**config.mk**
```make
export PLATFORM = sky130hd
export DESIGN_NAME = lsu_bus_bridge
export DESIGN_NICKNAME = d
export VERILOG_FILES = /design/src/rtl/lsu_bus_bridge.sv
export SDC_FILE = /design/constraint.sdc
export NUM_CORES = 1
export LEC_CHECK = 0
export ABC_AREA = 1
export BUFFER_PORTS_ARGS = -buffer_cell sky130_fd_sc_hd__buf_2
export CORE_ASPECT_RATIO = 0.7
export CORE_UTILIZATION = 40
export CTS_CLUSTER_DIAMETER = 100
export CTS_CLUSTER_SIZE = 20
export DETAILED_ROUTE_END_ITERATION = 10
export GPL_ROUTABILITY_DRIVEN = 0
export GPL_TIMING_DRIVEN = 0
export PLACE_DENSITY = 0.7
export SLEW_MARGIN = 20
export SYNTH_ARGS = -nofsm -noshare
export SYNTH_HDL_FRONTEND = slang
export SYNTH_SLANG_ARGS = --single-unit
```
**constraint.sdc**
```tcl
create_clock -name clk -period 9.7 [get_ports clk]
set_clock_uncertainty 0.2 [all_clocks]
set_input_delay 0.97 -clock clk [delete_from_list [all_inputs] [get_ports clk]]
set_output_delay 0.97 -clock clk [all_outputs]
set_load 0.02 [all_outputs]
```
**src/rtl/lsu_bus_bridge.sv**
```systemverilog
`default_nettype none
// ============================================================================
// Module      : lsu_bus_bridge
// Description : Load/store bridge from the RV32I datapath data-memory port to
//               a request/grant/response data bus. Converts each access into
//               a word-aligned bus transaction with byte enables and returns
//               a sign- or zero-extended load result. Holds the core with
//               stall_o while the access is in flight.
// Ports       : clk, reset            - clock, async active-high reset
//               mem_address_i         - byte address
//               wr_width_i            - funct3 access width/signedness
//               mem_read_ctrl_i       - load strobe
//               mem_write_ctrl_i      - store strobe (wins over load)
//               mem_write_data_i      - store data
//               mem_read_data_o       - registered extended load result
//               stall_o               - hold PC / suppress regfile write
//               misalign_o, err_o     - one-cycle status pulses
//               bus_req_o .. bus_wdata_o - bus request channel
//               bus_gnt_i, bus_rvalid_i, bus_rdata_i - bus responses
// Revision    : 1.0 - initial release
// ============================================================================
module lsu_bus_bridge #(
    parameter int TIMEOUT_CYCLES = 255
) (
    input  logic        clk,
    input  logic        reset,
    input  logic [31:0] mem_address_i,
    input  logic [2:0]  wr_width_i,
    input  logic        mem_read_ctrl_i,
    input  logic        mem_write_ctrl_i,
    input  logic [31:0] mem_write_data_i,
    output logic [31:0] mem_read_data_o,
    output logic        stall_o,
    output logic        misalign_o,
    output logic        err_o,
    output logic        bus_req_o,
    output logic        bus_we_o,
    output logic [31:0] bus_addr_o,
    output logic [3:0]  bus_be_o,
    output logic [31:0] bus_wdata_o,
    input  logic        bus_gnt_i,
    input  logic        bus_rvalid_i,
    input  logic [31:0] bus_rdata_i
);

    localparam logic [1:0] c_st_idle   = 2'd0;
    localparam logic [1:0] c_st_req    = 2'd1;
    localparam logic [1:0] c_st_wait_r = 2'd2;
    localparam logic [1:0] c_st_done   = 2'd3;

    localparam logic [15:0] c_timeout = 16'(TIMEOUT_CYCLES);

    logic [1:0]  r_state;
    logic [15:0] r_cnt;
    logic        r_we;
    logic [2:0]  r_width;
    logic [1:0]  r_off;
    logic [31:0] r_addr;
    logic [3:0]  r_be;
    logic [31:0] r_wdata;
    logic [31:0] r_rdata;
    logic        r_misalign;
    logic        r_err;

    logic        w_access;
    logic        w_is_byte;
    logic        w_is_half;
    logic        w_misaligned;
    logic [3:0]  w_be;
    logic [31:0] w_wdata;
    logic [7:0]  w_lane_b;
    logic [15:0] w_lane_h;
    logic [31:0] w_load_ext;
    logic [15:0] w_cnt_inc;
    logic        w_timeout;

    // Request-side decode of the incoming datapath access.
    always_comb begin
        w_access     = mem_read_ctrl_i | mem_write_ctrl_i;
        // Bit 2 only selects signedness; unlisted codes fall through to word.
        w_is_byte    = (wr_width_i[1:0] == 2'b00);
        w_is_half    = (wr_width_i[1:0] == 2'b01);
        w_misaligned = (w_is_half & mem_address_i[0]) |
                       (~w_is_byte & ~w_is_half & (mem_address_i[1:0] != 2'b00));
        if (w_is_byte) begin
            w_be    = 4'b0001 << mem_address_i[1:0];
            w_wdata = {4{mem_write_data_i[7:0]}};
        end else if (w_is_half) begin
            w_be    = 4'b0011 << mem_address_i[1:0];
            w_wdata = {2{mem_write_data_i[15:0]}};
        end else begin
            w_be    = 4'b1111;
            w_wdata = mem_write_data_i;
        end
    end

    // Response-side lane extraction using the captured offset and width.
    always_comb begin
        case (r_off)
            2'd0:    w_lane_b = bus_rdata_i[7:0];
            2'd1:    w_lane_b = bus_rdata_i[15:8];
            2'd2:    w_lane_b = bus_rdata_i[23:16];
            default: w_lane_b = bus_rdata_i[31:24];
        endcase
        w_lane_h = r_off[1] ? bus_rdata_i[31:16] : bus_rdata_i[15:0];
        case (r_width)
            3'b000:  w_load_ext = {{24{w_lane_b[7]}}, w_lane_b};
            3'b100:  w_load_ext = {24'h0, w_lane_b};
            3'b001:  w_load_ext = {{16{w_lane_h[15]}}, w_lane_h};
            3'b101:  w_load_ext = {16'h0, w_lane_h};
            default: w_load_ext = bus_rdata_i;
        endcase
        w_cnt_inc = r_cnt + 16'd1;
        // Fires on the cycle that would bring the count up to the limit, so
        // the access spends exactly TIMEOUT_CYCLES cycles on the bus.
        w_timeout = (w_cnt_inc == c_timeout);
    end

    always_ff @(posedge clk or posedge reset) begin
        if (reset) begin
            r_state    <= c_st_idle;
            r_cnt      <= 16'd0;
            r_we       <= 1'b0;
            r_width    <= 3'b000;
            r_off      <= 2'b00;
            r_addr     <= 32'h0;
            r_be       <= 4'h0;
            r_wdata    <= 32'h0;
            r_rdata    <= 32'h0;
            r_misalign <= 1'b0;
            r_err      <= 1'b0;
        end else begin
            // Status flags are only ever set on entry to DONE, which lasts
            // a single cycle, so they naturally form one-cycle pulses.
            r_misalign <= 1'b0;
            r_err      <= 1'b0;
            case (r_state)
                c_st_idle: begin
                    r_cnt <= 16'd0;
                    if (w_access) begin
                        r_we    <= mem_write_ctrl_i;
                        r_width <= wr_width_i;
                        r_off   <= mem_address_i[1:0];
                        r_addr  <= {mem_address_i[31:2], 2'b00};
                        r_be    <= w_be;
                        r_wdata <= w_wdata;
                        if (w_misaligned) begin
                            r_state    <= c_st_done;
                            r_misalign <= 1'b1;
                            if (!mem_write_ctrl_i) begin
                                r_rdata <= 32'h0;
                            end
                        end else begin
                            r_state <= c_st_req;
                        end
                    end
                end
                c_st_req: begin
                    r_cnt <= w_cnt_inc;
                    // A grant in the final cycle still completes the access.
                    if (bus_gnt_i) begin
                        r_state <= r_we ? c_st_done : c_st_wait_r;
                    end else if (w_timeout) begin
                        r_state <= c_st_done;
                        r_err   <= 1'b1;
                        if (!r_we) begin
                            r_rdata <= 32'h0;
                        end
                    end
                end
                c_st_wait_r: begin
                    r_cnt <= w_cnt_inc;
                    if (bus_rvalid_i) begin
                        r_rdata <= w_load_ext;
                        r_state <= c_st_done;
                    end else if (w_timeout) begin
                        r_state <= c_st_done;
                        r_err   <= 1'b1;
                        r_rdata <= 32'h0;
                    end
                end
                default: begin
                    r_state <= c_st_idle;
                end
            endcase
        end
    end

    // Stall is raised combinationally in IDLE so the instruction presenting
    // the access is held from its very first cycle; DONE releases it.
    assign stall_o         = ((r_state == c_st_idle) & w_access) |
                             (r_state == c_st_req) | (r_state == c_st_wait_r);
    assign bus_req_o       = (r_state == c_st_req);
    assign bus_we_o        = r_we;
    assign bus_addr_o      = r_addr;
    assign bus_be_o        = r_be;
    assign bus_wdata_o     = r_wdata;
    assign mem_read_data_o = r_rdata;
    assign misalign_o      = r_misalign;
    assign err_o           = r_err;

endmodule
`default_nettype wire
```
==> flow_summary.json, run 1 <==
{
  "r2r-start": "r_cnt[0]",
  "fin_setup_tns_ns": 0,
  "post-route-period-util": 0.362,
  "crit_required_ns": 8.53,
  "synth_edf_count": 0,
  "n_fill_cell": 1532,
  "setup_viol": 0,
  "clock_sinks": 124,
  "r2r-end": "mem_read_data_o[3]",
  "power_density_nw_per_um2": 342,
  "cts_resized": 0,
  "die_x_um": 153,
  "synth.avg_cell_area_um2": 7.72,
  "place_inst": 1237,
  "hold_violations": 0,
  "syn-instance-count": 828,
  "start_kind": "flip-flop",
  "slew_viol_final": 0,
  "worst-path-max-fanout": 10,
  "rsz0062_at_grt": "no",
  "worstMarginPinSlew_ns": 0.731,
  "clkLatencyLatePin_ns": 0.42,
  "critPathCaptureType": "primary output",
  "num_vias": 6409,
  "n_antenna_cell": 0,
  "layout-drive-gt1-share": 0.266,
  "reg2regPathDepth": 14,
  "hold_path_depth": 2,
  "critPathTopFamily": "buffers and inverters",
  "worst_path_most_repeated_cell": "inv_1",
  "cts.clk_slew.worst_paths_ns": 0.06,
  "cts.htree.levels": 4,
  "grt-ovfl-total": 0,
  "grt_max_degree": 90,
  "fin_area_um2": 8300,
  "hp-start": "mem_read_data_o[2]",
  "arrival_ns": 2.34,
  "ir_drop_mv": 0.163,
  "slew_headroom": 0.508,
  "layout_commonest_cell": "nand2_1",
  "fin_cells": 1269,
  "drt-pass1-iter-count": 5,
  "dieArea_um2": 16500,
  "start_util": 0.411,
  "holdPathEnd": "mem_read_data_o[2]",
  "cts.path.max_buffers": 2,
  "fmax_mhz": 285,
  "first_iter_violations": 432,
  "track_usage": 0.242,
  "hold_ws_ns": 0.265,
  "yosysSeqAreaShare": 0.486,
  "grt_pass1_vias": 6165,
  "finalWirelength_um": 19300,
  "post-cts-setup-buffers": 0,
  "leakage_nw": 4.50,
  "hold_buffers": 0,
  "startpoint": "r_state[0]",
  "yosysWarnings": 0,
  "final_nets": 1173,
  "cp_cell_sequence": "inv_1, ha_1, inv_1, nor2_1, inv_2, clkbuf_1, nand3_1, buf_2",
  "dp_hpwl_um": 14300,
  "area_growth_pct": 29.9,
  "ant_nets": 0,
  "core_area_um2": 15500,
  "die_h_um": 108,
  "cts_made_buffers": 17,
  "async_flop_share": 1.00,
  "synthFlopType": "dfrtp_1",
  "cts-root-buf": "clkbuf_16",
  "final_cell_mix": "nand2_1 (304), buf_2 (209), dfrtp_1 (124)",
  "critPathBufInv": 5,
  "slowest_delay_ns": 0.42,
  "hp-class": "reg -> reg",
  "ys_ff_latch": 124,
  "synthesis.area_um2": 6390,
  "rrSetupSlack_ns": 7.02,
  "drv_cap": 0,
  "viasPerCell": 5.05,
  "rows": 38,
  "io_buffers": 207,
  "synth_top_area_cell": "dfrtp_1",
  "antenna_found_initial": 0,
  "pin_count": 210,
  "crit_type": "reg -> out",
  "status": "finished clean",
  "yosysTopAreaCellShare": 0.486,
  "cts_tree": "yes",
  "wire_per_inst_um": 15.2,
  "timing.final.crit_period_ns": 3.51,
  "place_area_um2": 7710,
  "yosys-top-cells-area": "dfrtp_1 (49%), nand2_1 (18%), nand3_1 (4.7%), a21oi_1 (4.0%), inv_1 (3.8%)",
  "drc": 0,
  "cp_slowest_cell": "dfrtp_1",
  "grt_pass1_wl_um": 31200,
  "synth_cell_types": 40
}
[stage by stage]
stage          setup WS (ns)  utilization  power (mW)
6_report                6.19        0.534        2.84
4_1_cts                 6.12        0.534        2.86
5_1_grt                 5.97        0.534        3.04
2_1_floorplan           5.23            -        1.74
3_5_place_dp            6.23        0.496        2.20
3_3_place_gp            3.64        0.494        2.18
[flip-flops by register name, indices dropped and copies added, names as in the netlist, 2 cells and up]
signal / cells
bus_addr_o: 30
bus_be_o: 4
bus_wdata_o: 32
mem_read_data_o: 32
r_cnt: 16
r_off: 2
r_state: 2
r_width: 3
[cell type report]
cell class	count	area, um2	area share
clock buffers	18	439	0.0529
multi-input cells	596	2820	0.339
repair buffers	208	1060	0.128
plain buffers	39	213	0.0256
clock inverters	14	146	0.0176
inverters	70	270	0.0326
flip-flops and latches	124	3100	0.374
well taps	200	250	0.0301
[worst max-delay path by stage]
stage,depth (start not counted),endpoint,slack [ns]
3_5_place_dp,7,stall_o,6.23
3_3_place_gp,2,bus_addr_o[25],3.64
4_1_cts,8,stall_o,6.12
5_1_grt,8,stall_o,5.97
6_report,8,stall_o,6.19
2_1_floorplan,1,bus_addr_o[10],5.23
[tightest hold or removal path, stage by stage (launching register included)]
cell and delay, ns:
dfrtp_1 0.34, nand2_1 0.05, nand2_1 0.04
[synthesized netlist by cell type (all sizes together) (3+ instances only)]
cell,instances
o22ai,10
o211ai,3
o221a,3
nor2,65
inv,69
nand2,312
nand4,5
a31oi,8
nand3,63
clkbuf,25
a21oi,51
o21ai,42
buf,14
ha,12
o221ai,6
dfrtp,124
[cells by family after synthesis]
group,share of synthesized area
and+or+nand+nor,0.298
AOI/OAI and AO/OA,0.115
DFF,0.486
buffers and inverters,0.0744
adders and majority gates,0.0235
xor gates and xnor gates,0.00274
other,0.000587
[per-layer routing]
layer	up-vias	track usage	share of wire
met5	-	0	0
met4	0	0.0599	0.010
met3	21	0.0725	0.088
met2	270	0.372	0.44
met1	3004	0.331	0.46
li1	3114	-	-
[where the power goes]
| part | internal (mW) | leakage, nW | switching [mW] |
|---|---|---|---|
| clock network | 0.370 | 0.284 | 0.273 |
| registers | 0.734 | 1.58 | 0.133 |
| logic | 0.425 | 2.64 | 0.902 |
Note: power is estimated with default switching activity, not from simulation.
==> run 2, diff against run 1 <==
- ABC_AREA: 1 -> 0
- PLACE_DENSITY: 0.7 -> 0.72
- clock period: 9.7 -> 3.1 ns (I/O delays scaled with it)
==> flow_summary.json, run 2 <==
{
  "status": "finished clean",
  "hp-class": "in -> reg",
  "grt_max_degree": 32,
  "ir_drop_mv": 0.443,
  "layout-drive-gt1-share": 0.369,
  "hold_violations": 0,
  "synth_edf_count": 0,
  "drc": 0,
  "yosysMostFrequentCell": "dfrtp_1",
  "syn-instance-count": 586,
  "clkLatencyLatePin_ns": 0.41,
  "synthFlopType": "dfrtp_1",
  "track_usage": 0.237,
  "rows": 37,
  "ant_nets": 0,
  "synth.avg_cell_area_um2": 10.6,
  "die_h_um": 106,
  "crit_type": "reg -> reg",
  "critPathCaptureType": "flip-flop",
  "worstMarginPinSlew_ns": 0.946,
  "fmax_mhz": 328,
  "core_area_um2": 15000,
  "fin_cells": 1092,
  "cts-root-buf": "clkbuf_16",
  "place_inst": 992,
  "die_x_um": 151,
  "first_iter_violations": 374,
  "num_vias": 5573,
  "layout_commonest_cell": "buf_2",
  "dieArea_um2": 16000,
  "area_growth_pct": 43.6,
  "fin_setup_tns_ns": 0,
  "start_util": 0.416,
  "cts.path.max_buffers": 2,
  "start_kind": "flip-flop",
  "wire_per_inst_um": 16.7,
  "yosysWarnings": 0,
  "slew_viol_final": 0,
  "final_nets": 1000,
  "power_density_nw_per_um2": 994,
  "cts.clk_slew.worst_paths_ns": 0.06,
  "cts.htree.levels": 4,
  "grt_pass1_vias": 5821,
  "synthesis.area_um2": 6210,
  "ys_ff_latch": 124,
  "dp_hpwl_um": 12600,
  "crit_required_ns": 3.24,
  "setup_viol": 0,
  "viasPerCell": 5.10,
  "rrSetupSlack_ns": 0.05,
  "leakage_nw": 4.25,
  "final_cell_mix": "buf_2 (208), dfrtp_1 (122), dlygate4sd3_1 (61)",
  "async_flop_share": 1.00,
  "slew_headroom": 0.367,
  "post-route-period-util": 0.985,
  "io_buffers": 206,
  "antenna_found_initial": 1,
  "finalWirelength_um": 18200,
  "grt_pass1_wl_um": 29500,
  "worst-path-max-fanout": 10,
  "arrival_ns": 3.20,
  "n_fill_cell": 1308,
  "cts_made_buffers": 17,
  "clock_sinks": 124,
  "yosys-top-cells-area": "dfrtp_1 (50%), mux2_2 (7.8%), mux2i_1 (5.8%), o21ai_0 (4.3%), nand2_1 (3.5%)",
  "yosysTopAreaCellShare": 0.499,
  "cts_tree": "yes",
  "synth_top_area_cell": "dfrtp_1",
  "ys_top_cells_by_count": "dfrtp_1 (124), nand2_1 (58), o21ai_0 (54)",
  "seq_area_um2": 3110,
  "drv_cap": 0,
  "yosysSeqAreaShare": 0.499,
  "synth_cell_types": 47,
  "timing.final.crit_period_ns": 3.05,
  "multi_input_area_um2": 2970,
  "drt-pass1-iter-count": 5,
  "pin_count": 210,
  "grt-ovfl-total": 0
}
## run 2: changes by cell type in the layout (fill, tap and decap cells not counted), sizes merged, moves of 11 or more
cell / change
nand2: -254
inv: -66
dlygate4sd3: +61
nand3: -53
mux2: +43
mux2i: +36
nor2: -28
a21oi: -27
nor2b: +24
o2bb2ai: +16
nand2b: +12
o21ai: +12
a22o: +11
## run 2: final cells by class
| cell class | instances | share of cell area |
|---|---|---|
| repair buffers | 280 | 0.201 |
| flip-flops and latches | 124 | 0.348 |
| clock inverters | 12 | 0.0126 |
| diodes | 1 | 0.000280 |
| inverters | 12 | 0.00547 |
| plain buffers | 38 | 0.0202 |
| well taps | 195 | 0.0273 |
| clock buffers | 20 | 0.0523 |
| multi-input cells | 410 | 0.333 |
## run 2: report_power, final
group	leakage [nW]	internal, mW	switching (mW)
Clock	0.271	1.17	0.775
Combinational	2.41	1.65	2.56
Sequential	1.57	2.31	0.400
## run 2: through the flow
stage	cell area (um2)	hold slack (ns)	setup WS (ns)	power, mW	util
final	8920	0.0121	0.0480	8.87	0.597
after global routing	8920	0.00639	-0.0108	9.46	0.597
after CTS	8860	0.00141	0.00844	8.90	0.593
after detailed placement	7580	0.201	-0.385	6.77	0.507
after global placement	7500	0.259	-0.353	6.68	0.501
after floorplan	6220	0.256	0.200	5.41	-
## run 2: layer usage
layer / share of wire / GRT usage
met4: 0.013 / 0.0650
met5: 0 / 0
met2: 0.48 / 0.394
met3: 0.061 / 0.0541
met1: 0.45 / 0.309
## run 2: kinds of logic (layout without fill, tap and decap cells)
kind of cell | Yosys count | in the layout | synth area share
xor+xnor | 7 | 7 | 0.00987
buf+inv | 53 | 362 | 0.0362
flops | 124 | 124 | 0.499
compound gates | 148 | 148 | 0.168
mux | 79 | 79 | 0.136
fa+ha+maj | 12 | 12 | 0.0242
other cells | 1 | 3 | 0.000603
simple gates | 162 | 162 | 0.126
## run 2: path summary, 6_finish.rpt
path,start,depth (start not counted),to
worst max register to register,r_cnt[1],10,mem_read_data_o[8]
min in group asynchronous,reset,3,bus_addr_o[27]
worst max-delay path,r_cnt[1],10,mem_read_data_o[8]
worst min-delay path,mem_write_data_i[21],3,bus_wdata_o[21]
worst min register to register,bus_wdata_o[26],2,bus_wdata_o[26]
max in group asynchronous,reset,5,mem_read_data_o[7]
## run 2: repair_timing
| action | 4_1_cts | 5_1_grt |
|---|---|---|
| endpoints found under the hold margin | 80 | 0 |
| hold buffers | 61 | 0 |
| buffers inserted | 6 | 3 |
| pin swaps | 3 | 5 |
| setup endpoints to repair | 33 | 33 |
| resized for setup | 14 | 11 |
## run 2: worst max-delay path, stage by stage (launching register included)
cell and delay [ns]:
dfrtp_1 0.42, ha_4 0.19, nand3_4 0.10, or4_4 0.57
mux2i_4 0.19, nand4_1 0.18, o31a_1 0.39, buf_4 0.16
nor2_4 0.19, buf_4 0.22, a32o_1 0.17
